[src/rtl/mux_arb_sel.sv]
// rtl/mux_arb_sel.sv - N-channel selector/arbiter into a one-entry output register
// mode=0 passes the channel chosen by sel; mode=1 arbitrates round-robin from ptr+1.
module mux_arb_sel #(
  parameter int WIDTH = 32,
  parameter int SELW  = 2,
  localparam int NCH  = 2 ** SELW
) (
  input  logic                 Clk,
  input  logic                 Reset,
  input  logic                 mode,
  input  logic [SELW-1:0]      sel,
  input  logic [NCH*WIDTH-1:0] inData,
  input  logic [NCH-1:0]       inValid,
  output logic [NCH-1:0]       inReady,
  output logic [WIDTH-1:0]     out,
  output logic                 outValid,
  input  logic                 outReady,
  output logic [SELW-1:0]      outSel
);

  logic [WIDTH-1:0] out_q, out_d;
  logic [SELW-1:0]  out_sel_q, out_sel_d;
  logic             out_valid_q, out_valid_d;
  logic [SELW-1:0]  ptr_q, ptr_d;

  logic             can_accept;
  logic             req;
  logic [SELW-1:0]  grant;
  logic [SELW-1:0]  idx;
  logic             transfer;

  assign can_accept = !out_valid_q || outReady;

  // Round-robin search visits ptr+1 .. ptr+NCH, so ptr itself is tried last.
  always_comb begin
    req   = 1'b0;
    grant = '0;
    idx   = '0;
    if (!mode) begin
      grant = sel;
      req   = inValid[sel];
    end else begin
      for (int k = 1; k <= NCH; k++) begin
        idx = ptr_q + SELW'(k);
        if (!req && inValid[idx]) begin
          req   = 1'b1;
          grant = idx;
        end
      end
    end
  end

  assign transfer = req && can_accept && !Reset;

  always_comb begin
    inReady = '0;
    if (transfer) inReady[grant] = 1'b1;
  end

  always_comb begin
    out_d       = out_q;
    out_sel_d   = out_sel_q;
    out_valid_d = out_valid_q;
    ptr_d       = ptr_q;
    if (transfer) begin
      out_d       = inData[grant*WIDTH +: WIDTH];
      out_sel_d   = grant;
      out_valid_d = 1'b1;
      if (mode) ptr_d = grant;
    end else if (out_valid_q && outReady) begin
      out_valid_d = 1'b0;
    end
  end

  always_ff @(posedge Clk) begin
    if (Reset) begin
      out_q       <= '0;
      out_sel_q   <= '0;
      out_valid_q <= 1'b0;
      ptr_q       <= SELW'(NCH - 1);
    end else begin
      out_q       <= out_d;
      out_sel_q   <= out_sel_d;
      out_valid_q <= out_valid_d;
      ptr_q       <= ptr_d;
    end
  end

  assign out      = out_q;
  assign outSel   = out_sel_q;
  assign outValid = out_valid_q;

endmodule
[config.mk]
export PLATFORM = sky130hd
export DESIGN_NAME = mux_arb_sel
export DESIGN_NICKNAME = d
export VERILOG_FILES = /design/src/rtl/mux_arb_sel.sv
export SDC_FILE = /design/constraint.sdc
export NUM_CORES = 1
export LEC_CHECK = 0
export ABC_AREA = 1
export CORE_MARGIN = 1.5
export CORE_UTILIZATION = 38
export CTS_CLUSTER_SIZE = 40
export DETAILED_ROUTE_END_ITERATION = 6
export PLACE_DENSITY = 0.82
export SYNTH_ARGS = -nofsm -noshare
export SYNTH_HDL_FRONTEND = slang
export SYNTH_SLANG_ARGS = --single-unit
[constraint.sdc]
create_clock -name Clk -period 2.5 [get_ports Clk]
set_clock_uncertainty 0.1 [all_clocks]
set_input_delay 0.375 -clock Clk [delete_from_list [all_inputs] [get_ports Clk]]
set_output_delay 0.375 -clock Clk [all_outputs]
set_load 0.02 [all_outputs]
==> reports/results.txt <==
Port bufs: 176
Gp weighted congestion: 0.9984
Total GRT Usage: 23.34%
Top post-synthesis cells by area: nand2_1 (30%), dfxtp_1 (26%), nor2_1 (17%)
Die ar.: 8162 um^2
H-tree Lvls: 2
Total number of vias: 3848
Slew margin rel.: 73.41%
Number of enable flip-flop cells after synthesis: 0
Worst Max-Slew Pin Slew: 0.3989 ns
Max clock buf depth: 2
Top delay family on crit path: simple AND/OR/NAND/NOR gates
Final hold viol count: 0
Mapped cell area: 2899 um^2
Sw power: 0.0009401 W
Final WS setup: -0.05808 ns
Synth Net Count: 686
Status: complete, but fails checks
Cells after DPL: 823
Ys async rst share: 0%
Critical path required time: 2.03 ns
Max_cap viols: 0
Logic pwr share: 52.9%
FP Rows: 31
Pin count of the biggest net entering global routing: 53
Worst Hold Class: reg -> reg
Initial antenna violation count: 0
Most used DFF post-synth: dfxtp_1
Sw frac: 38.57%
Vias/cell: 4.570
Num CTS Buffers: 5
Critical path fanouts, max: 6
CTS tree: done
Yosys top cell by area: nand2_1
# IOs: 177
First-pass GRT wire length: 15.72 mm
Post-route DRC: 0
Power, Total: 0.002438 W
Cell count after synthesis: 548
Synth cell types: 24
Gr ovfl total: 0
Core Box Area: 7331 um^2
Final cell count without fillers: 842
Initial core utilization: 39.55%
Max Clk Rate: 0.3909 GHz
Startpoint Class: register
Largest stage delay on the critical path: 0.37 ns
Crit Path Category: reg -> out
RSZ-0062 raised after global routing: yes
Synthesized flop and latch total: 37
Worst setup EP type: output port
Clk slew on worst S/H paths: 0.07 ns
CTS sink count: 37
Clk pwr share: 18.0%
Layout area overhead: 75.49%
Vias in the first global route: 3600
N_diodes: 0
Antenna Nets Post-Route: 0
Failing checks: negative setup slack
Sequential share of power: 29.0%
Hold WS: 0.4116 ns
WL per Instance: 12.05 um
Post-place setup slack: -0.5737 ns
Slew Limit Fails: 0
Number of DRC markers in iteration 0: 101
Post-DP HPWL: 7.387 mm
Die Y: 90.35 um
Pleak: 2.472 nW
Clock root buffer: clkbuf_8
Post-synthesis sequential area ratio: 25.55%
# nets final: 880
Top-count cell post-synth: nand2_1
DP Area: 4793 um^2
Initial DRT Pass Iterations: 4
Die width: 90.35 um
Final Cell Area: 5087 um^2
Int Pwr: 0.001497 W
Synth top area share: 30.17%
Arrival time at the worst endpoint: 2.08 ns
Max VDD drop: 0.2082 mV
Layout fillers: 625
Total number of yosys warnings: 0
CP max stage cell: dfxtp_4
Setup-failing EPs final: 1
Final WL: 10.15 mm
Power Dens Cells: 479.1 nW/um^2
Mean area per synthesized cell: 5.290 um^2
Most frequent cells after synthesis: nand2_1 (233), nor2_1 (131), inv_1 (42)
Post-CTS Hold Buffers: 0
Minimum clock period: 2.558 ns
Worst-path cell chain: buf_8 -> nand2_2 -> nand2_2 -> nand2_1 -> nand2_2 -> nand2_1 -> nand2_1 -> nor2_1 -> nand2_1 -> nand2_2 -> nand2_4 -> buf_4 -> nor2_1 -> buf_4
Clk_lat worst skew: 0.27 ns
Fin crit share: 102.3%
Share of post-route cells with drive strength above 1: 13.59%
CP Buf/Inv Count: 3
worst paths after layout:
check | startpoint | slack (ns) | cells after the start | to
worst min-delay path | outValid | 0.41 | 2 | outValid
worst max register to register | ptr_q[0] | 0.12 | 16 | ptr_q[1]
worst max-delay path | ptr_q[0] | -0.06 | 14 | inReady[3]
worst min register to register | outValid | 0.41 | 2 | outValid
cell usage in the layout, fill, tap and decap left out, types with 4 or more instances in the layout:
| cell | count |
|---|---|
| clkdlybuf4s50_1 | 168 |
| nand2_4 | 6 |
| nand2_2 | 22 |
| nor2_1 | 129 |
| o21ai_0 | 22 |
| inv_1 | 41 |
| nand3_1 | 7 |
| inv_2 | 7 |
| buf_4 | 37 |
| dfxtp_1 | 35 |
| o21ai_1 | 13 |
| nand3_2 | 5 |
| a21oi_1 | 6 |
| dlygate4sd2_1 | 4 |
| nand2_1 | 214 |
| clkbuf_8 | 6 |
repair_timing:
action                                  4_1_cts  5_1_grt
endpoints found under the setup margin        4       37
pin swaps                                    10       19
buffers inserted                              4        7
resized for setup                            31       36
worst reg2reg max path, cell delays in order (launching register included):
cell and delay, ns:
dfxtp_4 0.38, buf_8 0.14, nand2_2 0.06, nand2_2 0.08
nand2_1 0.07, nand2_2 0.10, inv_2 0.05, nand2_2 0.08
inv_2 0.05, buf_6 0.11, nand3_2 0.07, nand2_4 0.08
inv_2 0.07, buf_4 0.36, nand2_1 0.21, a21oi_1 0.16
o21ai_0 0.09
power groups by stage:
stage,logic [W],registers (W),clock network [W]
CTS,0.00122,0.000707,0.000457
global placement,0.00118,0.000716,0
finish,0.00129,0.000708,0.000440
detailed placement,0.00119,0.000720,0
floorplan,0.000603,0.000805,0
global route,0.00142,0.000717,0.000487
logic make-up (layout without fill, tap and decap cells):
logic type | Yosys count | after routing | share of synthesized area (%)
AO/OA/AOI/OAI | 45 | 45 | 8.071
buffers and inverters | 76 | 271 | 13.12
flip-flops | 37 | 37 | 25.55
AND/OR/NAND/NOR | 390 | 390 | 53.26
layer usage:
metal / part of all wire, % / wire length, um / vias to the layer above / global-route usage (%)
li1: - / - / 2027 / -
met1: 40 / 4048 / 1638 / 27.18
met2: 50 / 5055 / 166 / 42.17
met3: 8.7 / 880 / 17 / 6.061
met4: 1.6 / 163 / 0 / 5.952
met5: 0 / 0 / - / 0
flip-flops by register name, summed over array words and instances (netlist names):
signal,count
outValid,1
out,32
ptr_q,2
outSel,2
cell type report:
cell class | instances | area (um^2) | area share (%)
timing repair buffer | 214 | 2058 | 40.46
multi-input combinational | 435 | 1874 | 36.84
clock inverter | 2 | 13.76 | 0.2705
sequential | 37 | 745.7 | 14.66
inverter | 49 | 188.9 | 3.714
clock buffer | 6 | 82.58 | 1.623
tap | 99 | 123.9 | 2.435
through the flow:
step / util (%) / setup TNS (ns)
after floorplan: - / 0
after global placement: 65.39 / -4.898
after detailed placement: 65.39 / -8.077
after CTS: 67.20 / 0
after global routing: 69.40 / -0.3063
final: 69.40 / -0.05808
No activity file was read; power rests on OpenSTA's default activity.
